==> src/rtl/ks_sched_pkg.sv <==
`default_nettype none
// ============================================================================
//  Module   : ks_sched_pkg
//  Brief    : Shared types, constants and round-robin search for the
//             nibble-serial Kogge-Stone add scheduler.
//  Revision : 1.0 - initial release
// ============================================================================
package ks_sched_pkg;

    typedef enum logic [1:0] {
        IDLE = 2'd0,
        RUN  = 2'd1,
        DONE = 2'd2
    } state_e;

    // Width of the shared adder slice
    localparam int NIB_W   = 4;
    // Largest requester count the grant search is written for
    localparam int MAX_REQ = 8;

    // Returns the first requester index with valid set, searching upward
    // from last+1 and wrapping at nreq; returns -1 when nobody is requesting.
    function automatic int rr_next_grant(
        input logic [MAX_REQ-1:0] valid,
        input int                 last,
        input int                 nreq
    );
        int res;
        int idx;
        res = -1;
        // Walk from farthest to nearest so the nearest hit is the one kept
        for (int k = MAX_REQ; k >= 1; k--) begin
            idx = (last + k) % nreq;
            if ((k <= nreq) && valid[idx[2:0]]) begin
                res = idx;
            end
        end
        return res;
    endfunction

endpackage
`default_nettype wire

==> src/rtl/ks_adder4.sv <==
`default_nettype none
// ============================================================================
//  Module   : ks_adder4
//  Brief    : 4-bit Kogge-Stone adder (generate/propagate, two prefix
//             levels, sum XOR). Purely combinational.
//  Revision : 1.0 - initial release
// ============================================================================
module ks_adder4 (
    input  logic [3:0] a,
    input  logic [3:0] b,
    input  logic       cin,
    output logic [3:0] s,
    output logic       cout
);

    logic [3:0] w_g;
    logic [3:0] w_p;
    logic [3:0] w_g0;
    logic [3:0] w_g1;
    logic [3:2] w_p1;
    logic [3:0] w_g2;

    // Prefix tree; carry-in is folded into bit 0 generate so every prefix
    // generate term is directly the carry out of its bit.
    always_comb begin
        w_g  = a & b;
        w_p  = a ^ b;
        w_g0 = w_g;
        w_g0[0] = w_g[0] | (w_p[0] & cin);

        // Level 1: span 2
        w_g1 = w_g0;
        w_p1 = '0;
        for (int i = 1; i < 4; i++) begin
            w_g1[i] = w_g0[i] | (w_p[i] & w_g0[i-1]);
        end
        for (int i = 2; i < 4; i++) begin
            w_p1[i] = w_p[i] & w_p[i-1];
        end

        // Level 2: span 4
        w_g2 = w_g1;
        for (int i = 2; i < 4; i++) begin
            w_g2[i] = w_g1[i] | (w_p1[i] & w_g1[i-2]);
        end

        s    = w_p ^ {w_g2[2:0], cin};
        cout = w_g2[3];
    end

endmodule
`default_nettype wire

==> src/rtl/ks_add_scheduler.sv <==
`default_nettype none
// ============================================================================
//  Module   : ks_add_scheduler
//  Brief    : Round-robin arbiter that runs each granted WIDTH-bit add
//             through a single shared 4-bit Kogge-Stone adder, one nibble
//             per cycle, and returns the sum over a valid/ready handshake.
//  Revision : 1.0 - initial release
// ============================================================================
module ks_add_scheduler
    import ks_sched_pkg::*;
#(
    parameter int NREQ  = 4,
    parameter int WIDTH = 16
) (
    input  logic                     clk,
    input  logic                     rst_n,
    input  logic [NREQ-1:0]          req_valid,
    output logic [NREQ-1:0]          req_ready,
    input  logic [NREQ*WIDTH-1:0]    req_a,
    input  logic [NREQ*WIDTH-1:0]    req_b,
    input  logic [NREQ-1:0]          req_cin,
    output logic                     rsp_valid,
    input  logic                     rsp_ready,
    output logic [WIDTH-1:0]         rsp_sum,
    output logic                     rsp_cout,
    output logic [$clog2(NREQ)-1:0]  rsp_id,
    output logic                     busy
);

    localparam int NNIB  = WIDTH / NIB_W;
    localparam int ID_W  = $clog2(NREQ);
    localparam int CNT_W = (NNIB > 1) ? $clog2(NNIB) : 1;
    localparam logic [CNT_W-1:0] C_LAST_NIB  = CNT_W'(NNIB - 1);
    localparam logic [ID_W-1:0]  C_LAST_INIT = ID_W'(NREQ - 1);

    state_e              state_q;
    logic [ID_W-1:0]     last_grant_q;
    logic [WIDTH-1:0]    a_q;
    logic [WIDTH-1:0]    b_q;
    logic [WIDTH-1:0]    sum_q;
    logic                carry_q;
    logic [CNT_W-1:0]    nib_q;
    logic [ID_W-1:0]     id_q;
    logic                rsp_cout_q;
    logic                rsp_valid_q;
    logic                busy_q;

    int                  w_grant_idx;
    logic                w_found;
    logic [ID_W-1:0]     w_grant;
    logic [WIDTH-1:0]    w_op_a;
    logic [WIDTH-1:0]    w_op_b;
    logic [NIB_W-1:0]    w_nib_a;
    logic [NIB_W-1:0]    w_nib_b;
    logic [NIB_W-1:0]    w_nib_s;
    logic                w_nib_cout;

    // Round-robin search starting just after the last served requester
    always_comb begin
        w_grant_idx = rr_next_grant(MAX_REQ'(req_valid), int'(last_grant_q), NREQ);
        w_found     = (w_grant_idx >= 0);
        w_grant     = ID_W'(w_grant_idx);
        w_op_a      = req_a[w_grant*WIDTH +: WIDTH];
        w_op_b      = req_b[w_grant*WIDTH +: WIDTH];
    end

    // Accept strobe is combinational so the requester sees it in the grant cycle
    always_comb begin
        req_ready = '0;
        if (rst_n && (state_q == IDLE) && w_found) begin
            req_ready[w_grant] = 1'b1;
        end
    end

    // Current nibble of the latched operands feeds the shared adder
    always_comb begin
        w_nib_a = a_q[nib_q*NIB_W +: NIB_W];
        w_nib_b = b_q[nib_q*NIB_W +: NIB_W];
    end

    ks_adder4 u_adder (
        .a    (w_nib_a),
        .b    (w_nib_b),
        .cin  (carry_q),
        .s    (w_nib_s),
        .cout (w_nib_cout)
    );

    // Control FSM with registered datapath and response outputs
    always_ff @(posedge clk or negedge rst_n) begin
        if (!rst_n) begin
            state_q      <= IDLE;
            last_grant_q <= C_LAST_INIT;
            a_q          <= '0;
            b_q          <= '0;
            sum_q        <= '0;
            carry_q      <= 1'b0;
            nib_q        <= '0;
            id_q         <= '0;
            rsp_cout_q   <= 1'b0;
            rsp_valid_q  <= 1'b0;
            busy_q       <= 1'b0;
        end else begin
            case (state_q)
                IDLE: begin
                    if (w_found) begin
                        a_q     <= w_op_a;
                        b_q     <= w_op_b;
                        carry_q <= req_cin[w_grant];
                        id_q    <= w_grant;
                        nib_q   <= '0;
                        sum_q   <= '0;
                        busy_q  <= 1'b1;
                        state_q <= RUN;
                    end
                end
                RUN: begin
                    sum_q[nib_q*NIB_W +: NIB_W] <= w_nib_s;
                    carry_q <= w_nib_cout;
                    if (nib_q == C_LAST_NIB) begin
                        rsp_cout_q  <= w_nib_cout;
                        rsp_valid_q <= 1'b1;
                        state_q     <= DONE;
                    end else begin
                        nib_q <= nib_q + 1'b1;
                    end
                end
                DONE: begin
                    if (rsp_ready) begin
                        rsp_valid_q  <= 1'b0;
                        busy_q       <= 1'b0;
                        last_grant_q <= id_q;
                        state_q      <= IDLE;
                    end
                end
                default: begin
                    state_q <= IDLE;
                end
            endcase
        end
    end

    assign rsp_valid = rsp_valid_q;
    assign rsp_sum   = sum_q;
    assign rsp_cout  = rsp_cout_q;
    assign rsp_id    = id_q;
    assign busy      = busy_q;

endmodule
`default_nettype wire

==> config.mk <==
export PLATFORM = sky130hd
export DESIGN_NAME = ks_add_scheduler
export DESIGN_NICKNAME = d
export VERILOG_FILES = /design/src/rtl/ks_sched_pkg.sv /design/src/rtl/ks_adder4.sv /design/src/rtl/ks_add_scheduler.sv
export SDC_FILE = /design/constraint.sdc
export NUM_CORES = 1
export LEC_CHECK = 0
export CORE_MARGIN = 3
export CORE_UTILIZATION = 42
export CTS_BUF_LIST = sky130_fd_sc_hd__clkbuf_16
export DETAILED_ROUTE_END_ITERATION = 10
export GPL_ROUTABILITY_DRIVEN = 1
export HOLD_SLACK_MARGIN = 0.05
export PLACE_DENSITY = 0.87
export SLEW_MARGIN = 25
export SYNTH_ARGS = -nofsm -noshare
export SYNTH_HDL_FRONTEND = slang
export SYNTH_SLANG_ARGS = --single-unit
==> constraint.sdc <==
create_clock -name clk -period 4.35 [get_ports clk]
set_input_delay 1.0875 -clock clk [delete_from_list [all_inputs] [get_ports clk]]
set_output_delay 1.0875 -clock clk [all_outputs]
set_load 0.02 [all_outputs]
==> results of run 1 <==
-- area by class of cell --
| type | count | area, sq um | share of cell area, % |
|---|---|---|---|
| Clock buffer | 9 | 225 | 3.92 |
| Timing Repair Buffer | 179 | 1760 | 30.6 |
| Tap cell | 105 | 131 | 2.29 |
| Sequential cell | 60 | 1500 | 26.2 |
| Clock inverter | 7 | 81.3 | 1.42 |
| Multi-Input combinational cell | 246 | 2030 | 35.3 |
| Inverter | 4 | 15.0 | 0.261 |
-- flip-flops by register name, summed over array words and instances, names as in the netlist, 2 cells and up --
signal        cells
rsp_id            2
nib_q             2
state_q           2
a_q              16
b_q              16
last_grant_q      2
rsp_sum          16
-- cells by family after synthesis --
group / after synthesis / share of synthesized area (%)
multiplexers: 44 / 17.8
AO/OA/AOI/OAI: 118 / 24.2
buffers and inverters: 28 / 3.60
AND/OR/NAND/NOR: 73 / 9.18
adder cells (fa/ha/maj): 9 / 3.50
XOR/XNOR: 2 / 0.480
flip-flops: 60 / 41.2
-- layer usage --
metal	vias to the layer above	global-route usage, %	wire [um]
li1	1637	-	-
met1	1729	26.7	4410
met2	124	43.9	6150
met3	9	5.19	654
met4	0	6.62	74
met5	-	0	0
-- worst paths after layout --
path | from | end | cells past startpoint
max | req_valid[1] | req_ready[1] | 6
min | a_q[6]$_DFFE_PN0P_ | a_q[6]$_DFFE_PN0P_ | 2
max reg2reg | nib_q[0]$_DFFE_PN0P_ | carry_q$_DFFE_PN0P_ | 8
min reg2reg | a_q[6]$_DFFE_PN0P_ | a_q[6]$_DFFE_PN0P_ | 2
max in group asynchronous | rst_n | last_grant_q[0]$_DFFE_PN1P_ | 2
min in group asynchronous | rst_n | nib_q[1]$_DFFE_PN0P_ | 1
-- power by group --
group	total, mW	leakage, nW	internal [mW]	switching [mW]
Combinational	2.13	1.56	1.02	1.11
Sequential	1.02	0.750	0.812	0.207
Clock	0.733	0.152	0.492	0.241
-- worst reg2reg max path, delay by kind of cell (launching register included) --
family,cells,cell delay [ns]
AOI/OAI and AO/OA,5,0.88
adders and majority gates,2,0.88
DFF,1,0.79
muxes,1,0.64
-- per-stage QoR --
| step | std cells | hold WS, ns | total power, mW | utilization [%] | setup slack, ns |
|---|---|---|---|---|---|
| floorplan | 334 | 0.445 | 2.42 | - | 0.927 |
| CTS | 610 | 0.482 | 3.89 | 68.8 | 0.201 |
| detailed placement | 594 | 0.471 | 3.13 | 65.1 | 0.219 |
| global route | 610 | 0.507 | 4.15 | 68.9 | 0.0472 |
| finish | 610 | 0.477 | 3.88 | 68.9 | 0.167 |
| global placement | 594 | 0.462 | 3.06 | 65.1 | 0.256 |
-- cells in the final DEF, fill, tap and decap left out, types with 5 or more instances in the layout --
cell type,synthesis,layout
a21oi_1,22,22
a222oi_1,25,25
a22o_1,12,12
a2bb2oi_1,6,6
and3_1,5,5
buf_4,2,15
clkbuf_16,0,9
clkdlybuf4s50_1,0,162
dfrtp_1,58,58
ha_1,7,7
mux2_2,8,8
mux2_4,20,20
mux2i_1,8,8
mux4_2,8,8
nand2_1,39,39
nor2_1,14,13
o21ai_0,11,11
o21ai_1,21,21
==> out/metrics.csv, run 1 <==
metric;value;unit
critPathKind;in -> out;
cts_buffer_depth;2;
viasPerCell;5.74;
final_max_slew_viol_count;0;
fillCellCount;611;
power.density;676;mW/mm^2
yosysWarnings;0;
cpMaxStageDelayCell;clkdlybuf4s50_1;
cts_buffers;9;
cts_max_level;3;
route.detailed.drc;0;
ir_drop;0.000308;V
setup_violations;0;
fin_skew;0.00488;ns
ys.flop_type;dfrtp_1;
synth_top_area_cell;dfrtp_1;
grt_first_pass_wirelength;18100;um
drt-initial-drc-count;251;
fp.dieH;99.2;um
wl_per_cell;18.5;um
num_rows;33;
ant_nets;0;
grtUsageTotal;23.5;%
overflow;0;
rsz0062_at_grt;false;
num_vias;3499;
gp_congestion;0.884;
grt_pass1_vias;3640;
cts_hold_buf;0;
hpwl;8570;um
worstPathBufferInverterCount;3;
start_util;43.8;%
diodes;0;
final_cell_area;0.00574;sq mm
cts_resized;0;
dieWidth;99.2;um
maxSlewHeadroom;53.4;%
hold_path.class;reg -> reg;
slowest_delay;0.60;ns
yosys-top-cells-area;dfrtp_1, mux2_4, a222oi_1;
post-cts-setup-buffers;0;
cts.clk_slew.worst_paths;0.05;ns
dr.pass1.iters;7;
fp.dieArea;0.00985;sq mm
leakage;2.46;nW
fin_crit;4.18;ns
synth_common_cells;dfrtp_1, nand2_1, a222oi_1;
maxCapViolCount;0;
max_freq;0.239;GHz
synthArstFlopShare;100;%
syn_area;0.00365;sq mm
ff2ff_setup_slack;1.02;ns
cp.required;3.26;ns
syn-num-nets;482;
syn_inst;334;
grt_max_degree;66;
fin_tns_setup;0;ns
grt_antenna_before_repair;0;
drive_above_1_share;15.2;%
status;complete, no violations;
cp_cell_sequence;clkdlybuf4s50_1 -> nor2_1 -> a211oi_2 -> buf_4 -> and3_1 -> clkdlybuf4s50_1;
path_max_fanout;5;
arrival;3.10;ns
worstSetupEndpointType;output pin;
cts_root_buffer;clkbuf_16;
finalWirelength;11300;um
hold_viol_final;0;
numClockSinks;60;
clock_latency;0.33;ns
cp_top_family;buffers and inverters;
synth_cell_types;48;
avgSynthCellArea;10.9;sq um
ys_ff_latch;60;
synthToLayoutAreaGrowth;57.3;%
placed_area;0.00543;sq mm
cts_tree;done;
yosysMostFrequentCell;dfrtp_1;
yosysSeqAreaShare;41.2;%
core-area;0.00834;sq mm
tightest_slew;0.699;ns
cp-start-kind;input port;
finalCritPeriodShare;96.2;%
crit_top_cell;clkdlybuf4s50_1;
nets;648;
synth-edff-count;0;
portBuffers;163;
pin_count;164;
synth_top_area_share;39.8;%
(Power assumes the default switching activity.)
==> run 2, diff against run 1 <==
==> constraint.sdc (replaced) <==
create_clock -name clk -period 3.9 [get_ports clk]
set_input_delay 0.975 -clock clk [delete_from_list [all_inputs] [get_ports clk]]
set_output_delay 0.975 -clock clk [all_outputs]
set_load 0.01 [all_outputs]
==> out/metrics.csv, run 2 (synthesis gave the netlist of run 1 again) <==
metric;value;unit
status;complete, no violations;
fp.dieH;99.2;um
mostFrequentLayoutCell;clkdlybuf4s50_1;
holdWs;0.479;ns
clock_latency;0.32;ns
p_clk_share;16.1;%
finalWorstSetupSlack;0.120;ns
cts_tree;done;
power.density;724;mW/mm^2
post-cts-setup-buffers;0;
r2r-start;nib_q[0]$_DFFE_PN0P_;
leakage;2.45;nW
fin_skew;0.00482;ns
cts_buffer_depth;2;
worstSetupEndpointType;output pin;
gp_congestion;0.926;
cp_cell_sequence;clkdlybuf4s50_1 -> nor2_1 -> a211oi_2 -> and3_1 -> clkdlybuf4s50_1;
swShare;40.4;%
layout_common_cells;clkdlybuf4s50_1, dfrtp_1, nand2_1, a222oi_1, a21oi_1;
fin_tns_setup;0;ns
min_to;b_q[9]$_DFFE_PN0P_;
portBuffers;163;
dieWidth;99.2;um
cp-start-kind;input port;
drive_above_1_share;15.2;%
pin_count;164;
synthToLayoutAreaGrowth;56.1;%
path_max_fanout;6;
p_seq_share;27.5;%
finalWirelength;11500;um
dr.pass1.iters;6;
wl_per_cell;18.9;um
hold_path_startpoint;b_q[9]$_DFFE_PN0P_;
grt_first_pass_wirelength;18800;um
viasPerCell;5.84;
hpwl;8910;um
core-area;0.00834;sq mm
grt_pass1_vias;3826;
whs_path_depth;2;
ir_drop;0.000443;V
num_vias;3572;
setup_violations;0;
cp.required;2.92;ns
route.detailed.drc;0;
overflow;0;
crit_top_cell;clkdlybuf4s50_1;
slowest_delay;0.56;ns
grtUsageTotal;24.1;%
nets;650;
start_util;43.8;%
diodes;0;
numClockSinks;60;
worstPathBufferInverterCount;2;
cpMaxStageDelayCell;clkdlybuf4s50_1;
drt-initial-drc-count;266;
final_max_slew_viol_count;0;
maxCapViolCount;0;
hold_path.class;reg -> reg;
netSwitchingPower;1.67;mW
maxSlewHeadroom;62.2;%
fp.dieArea;0.00985;sq mm
max_freq;0.265;GHz
p_int;2.46;mW
ant_nets;0;
pwr-share-comb;56.4;%
critPathKind;in -> out;
arrival;2.81;ns
cts_max_level;3;
cp_top_family;buffers and inverters;
tightest_slew;0.567;ns
cts_buffers;9;
cts_root_buffer;clkbuf_16;
finalCritPeriodShare;96.9;%
num_rows;33;
grt_max_degree;37;
pre_cts_ws;0.0951;ns
r2r-end;carry_q$_DFFE_PN0P_;
rr_worst_depth;8;
cts_resized;0;
cts.clk_slew.worst_paths;0.05;ns
cts_hold_buf;0;
fin_crit;3.78;ns
ff2ff_setup_slack;0.79;ns
hold_viol_final;0;
grt_antenna_before_repair;0;
rsz0062_at_grt;false;
-- run 2: cell count changes in the layout (fill, tap and decap cells not counted) --
| cell | before | now |
|---|---|---|
| o21ai_2 | 0 | 1 |
| buf_4 | 15 | 17 |
| a211o_4 | 1 | 0 |
| clkinv_2 | 2 | 1 |
| inv_1 | 4 | 7 |
| bufinv_16 | 2 | 0 |
| o21ai_1 | 21 | 20 |
| a211o_2 | 0 | 1 |
-- run 2: per-stage QoR --
stage	power, mW	area, sq um	utilization [%]	std cells
2_1_floorplan	2.64	3650	-	334
3_3_place_gp	3.36	5440	65.3	596
3_5_place_dp	3.44	5440	65.3	596
4_1_cts	4.15	5700	68.3	612
5_1_grt	4.44	5700	68.3	612
6_report	4.13	5700	68.3	612
-- run 2: worst max-delay path by stage --
stage / depth (start not counted) / slack (ns) / end / start
6_report: 5 / 0.12 / req_ready[0] / req_valid[0]
5_1_grt: 5 / 0.04 / req_ready[0] / req_valid[0]
4_1_cts: 6 / 0.09 / req_ready[3] / req_valid[1]
3_5_place_dp: 6 / 0.1 / req_ready[3] / req_valid[1]
3_3_place_gp: 6 / 0.17 / req_ready[3] / req_valid[1]
2_1_floorplan: 6 / 0.77 / req_ready[2] / req_valid[0]
-- run 2: worst reg2reg max path: stages (launching register included) --
cell and delay [ns]:
dfrtp_1 0.63, mux4_2 0.62, fa_1 0.45, fa_1 0.42
a21o_1 0.20, a21oi_1 0.26, o22ai_1 0.12, a31oi_1 0.18
o21ai_0 0.11
-- run 2: area by class of cell --
| type | count | area, sq um |
|---|---|---|
| sequential | 60 | 1500 |
| multi-input combinational | 246 | 2020 |
| clock inverter | 7 | 27.5 |
| fill | 628 | 2640 |
| timing repair buffer | 181 | 1770 |
| inverter | 4 | 15.0 |
| tap | 105 | 131 |
| clock buffer | 9 | 225 |
-- run 2: per-layer routing --
metal	GRT usage, %	up-vias	wire length, um
li1	-	1641	-
met1	28.0	1746	4410
met2	43.4	157	6170
met3	4.98	28	679
met4	8.82	0	280
met5	0	-	0
-- run 2: power groups by stage --
stage                     Combinational [mW]  Clock [mW]  Sequential [mW]
after floorplan                         1.57           0             1.07
after CTS                               2.34       0.675             1.13
after detailed placement                2.30           0             1.14
after global placement                  2.23           0             1.13
after global routing                    2.56       0.712             1.17
final                                   2.33       0.666             1.13
==> run 3, diff against run 2 <==
--- a/config.mk
+++ b/config.mk
@@ -5,13 +5,14 @@
 export SDC_FILE = /design/constraint.sdc
 export NUM_CORES = 1
 export LEC_CHECK = 0
+export ABC_AREA = 1
 export CORE_MARGIN = 3
-export CORE_UTILIZATION = 42
+export CORE_UTILIZATION = 45
 export CTS_BUF_LIST = sky130_fd_sc_hd__clkbuf_16
 export DETAILED_ROUTE_END_ITERATION = 10
 export GPL_ROUTABILITY_DRIVEN = 1
 export HOLD_SLACK_MARGIN = 0.05
-export PLACE_DENSITY = 0.87
+export PLACE_DENSITY = 0.88
 export SLEW_MARGIN = 25
 export SYNTH_ARGS = -nofsm -noshare
 export SYNTH_HDL_FRONTEND = slang
==> out/metrics.csv, run 3 <==
metric;value;unit
status;complete, no violations;
fin_skew;0.00495;ns
dr.pass1.iters;5;
synthToLayoutAreaGrowth;47.0;%
holdWs;0.479;ns
leakage;3.24;nW
crit_top_cell;nand2_1;
cts_root_buffer;clkbuf_16;
whs_path_depth;2;
avgSynthCellArea;6.11;sq um
mostFrequentLayoutCell;nand2_1;
layout_common_cells;nand2_1, clkdlybuf4s50_1, dfrtp_1, o21ai_0, nand3_1;
grt_first_pass_wirelength;20400;um
synthArstFlopShare;100;%
fp.dieH;102;um
synth_cell_types;29;
worst-path-stages;12;
hold_path.class;reg -> reg;
synth-edff-count;0;
cts_buffer_depth;2;
cpMaxStageDelayCell;clkdlybuf4s50_1;
yosysWarnings;0;
cp_cell_sequence;clkdlybuf4s50_1 -> inv_1 -> o21ai_2 -> nand2_1 -> nand2_1 -> nand2_1 -> nand2_1 -> nand2_2 -> nand2_4 -> inv_2 -> nor3_1 -> dlygate4sd2_1;
worstSetupEndpointType;output pin;
post-place-cells;935;
ir_drop;0.000388;V
syn_inst;685;
start_util;47.1;%
yosys-top-cells-area;nand2_1, dfrtp_1, o21ai_0;
drt-initial-drc-count;247;
rr_worst_depth;11;
grtUsageTotal;24.3;%
syn_area;0.00418;sq mm
placed_area;0.00584;sq mm
cts_max_level;3;
fp.dieArea;0.0105;sq mm
nets;987;
dieWidth;102;um
viasPerCell;4.99;
yosysMostFrequentCell;nand2_1;
diodes;0;
cp-start-kind;input port;
layoutNonFillerInstCount;952;
grt_pass1_vias;4589;
grt_antenna_before_repair;0;
fin_crit;3.74;ns
hpwl;9400;um
worstPathBufferInverterCount;4;
p_int;2.73;mW
wl_per_cell;12.9;um
synth_common_cells;nand2_1, dfrtp_1, o21ai_0;
cp.required;2.92;ns
path_max_fanout;11;
num_rows;34;
total_power;5.50;mW
critPathKind;in -> out;
numClockSinks;60;
portBuffers;163;
netSwitchingPower;2.76;mW
setup_violations;0;
final_util;69.2;%
pin_count;164;
tightest_slew;0.732;ns
ant_nets;0;
finalCritPeriodShare;95.9;%
cts.clk_slew.worst_paths;0.05;ns
finalWirelength;12300;um
grt_max_degree;65;
slowest_delay;0.47;ns
gp_congestion;0.872;
ys.flop_type;dfrtp_1;
maxSlewHeadroom;51.2;%
cp_top_family;buffers and inverters;
synth_top_area_share;39.3;%
yosysSeqAreaShare;35.9;%
synth_top_area_cell;nand2_1;
clock_latency;0.33;ns
final_cell_area;0.00615;sq mm
swShare;50.3;%
hold_viol_final;0;
core-area;0.00889;sq mm
syn-num-nets;833;
p_clk_share;14.9;%
ys_ff_latch;60;
power.density;893;mW/mm^2
num_vias;4751;
maxCapViolCount;0;
cts_tree;done;
cts_hold_buf;0;
max_freq;0.267;GHz
pwr-share-comb;65.7;%
p_seq_share;19.4;%
drive_above_1_share;4.38;%
arrival;2.76;ns
final_max_slew_viol_count;0;
overflow;0;
cts_buffers;9;
rsz0062_at_grt;false;
route.detailed.drc;0;
run 3: cell types whose count changed after synthesis, moves of 12 or more:
cell,change
nand2_1,+399
mux2_4,-20
a22o_1,-12
o21ai_0,+22
nand3_1,+27
a222oi_1,-25
o21ai_1,-20
inv_1,+17
a21oi_1,-19
run 3: area by class of cell:
cell class,count,area (sq um)
clock buffers,9,225
clock inverters,7,83.8
fillers,758,2740
inverters,27,101
multi-input cells,566,2390
flip-flops and latches,60,1500
well taps,108,135
repair buffers,175,1710
run 3: what timing repair did:
item / in CTS / in global routing
hold endpoints to repair: 0 / 0
pin swaps: 0 / 1
setup buffers: 0 / 1
endpoints found under the setup margin: 4 / 1
gates resized for setup: 4 / 0
run 3: worst register-to-register path, delay by kind of cell, from the launching register on:
family | cells | cell delay [ns]
and+or+nand+nor | 4 | 0.29
AOI/OAI and AO/OA | 4 | 0.61
DFF | 1 | 0.54
buffers and inverters | 1 | 0.36
adders and majority gates | 2 | 0.86
run 3: per-stage QoR:
| stage | setup WS [ns] | setup TNS (ns) |
|---|---|---|
| floorplan | 0.751 | 0 |
| detailed placement | -0.138 | -0.286 |
| CTS | 0.140 | 0 |
| global route | 0.0102 | 0 |
| global placement | -0.0160 | -0.0295 |
| finish | 0.161 | 0 |
run 3: metal layers:
metal  track usage, %  part of all wire, %
met5                0                    0
met4             10.9                  3.1
met3             3.69                  5.0
met2             41.7                   50
met1             30.2                   42
run 3: final timing paths:
kind | endpoint | startpoint | slack, ns
min reg2reg | b_q[15]$_DFFE_PN0P_ | b_q[15]$_DFFE_PN0P_ | 0.48
max in group asynchronous | rsp_sum[2]$_DFFE_PN0P_ | rst_n | 2.58
max reg2reg | carry_q$_DFFE_PN0P_ | nib_q[1]$_DFFE_PN0P_ | 1.13
min | b_q[15]$_DFFE_PN0P_ | b_q[15]$_DFFE_PN0P_ | 0.48
max | req_ready[2] | req_valid[3] | 0.16
min in group asynchronous | a_q[0]$_DFFE_PN0P_ | rst_n | 0.85
run 3: power groups by stage:
stage / logic [mW] / clock network (mW) / registers [mW]
after global routing: 4.16 / 0.859 / 1.10
final: 3.61 / 0.819 / 1.06
after global placement: 3.50 / 0 / 1.06
after CTS: 3.60 / 0.829 / 1.06
after detailed placement: 3.58 / 0 / 1.07
after floorplan: 2.76 / 0 / 1.05
run 3: logic make-up after synthesis:
kind of cell / after synthesis / synth area share [%]
xor gates and xnor gates: 2 / 0.419
adders and majority gates: 9 / 3.05
and+or+nand+nor: 500 / 46.4
buffers and inverters: 59 / 6.91
DFF: 60 / 35.9
AOI/OAI and AO/OA: 55 / 7.33
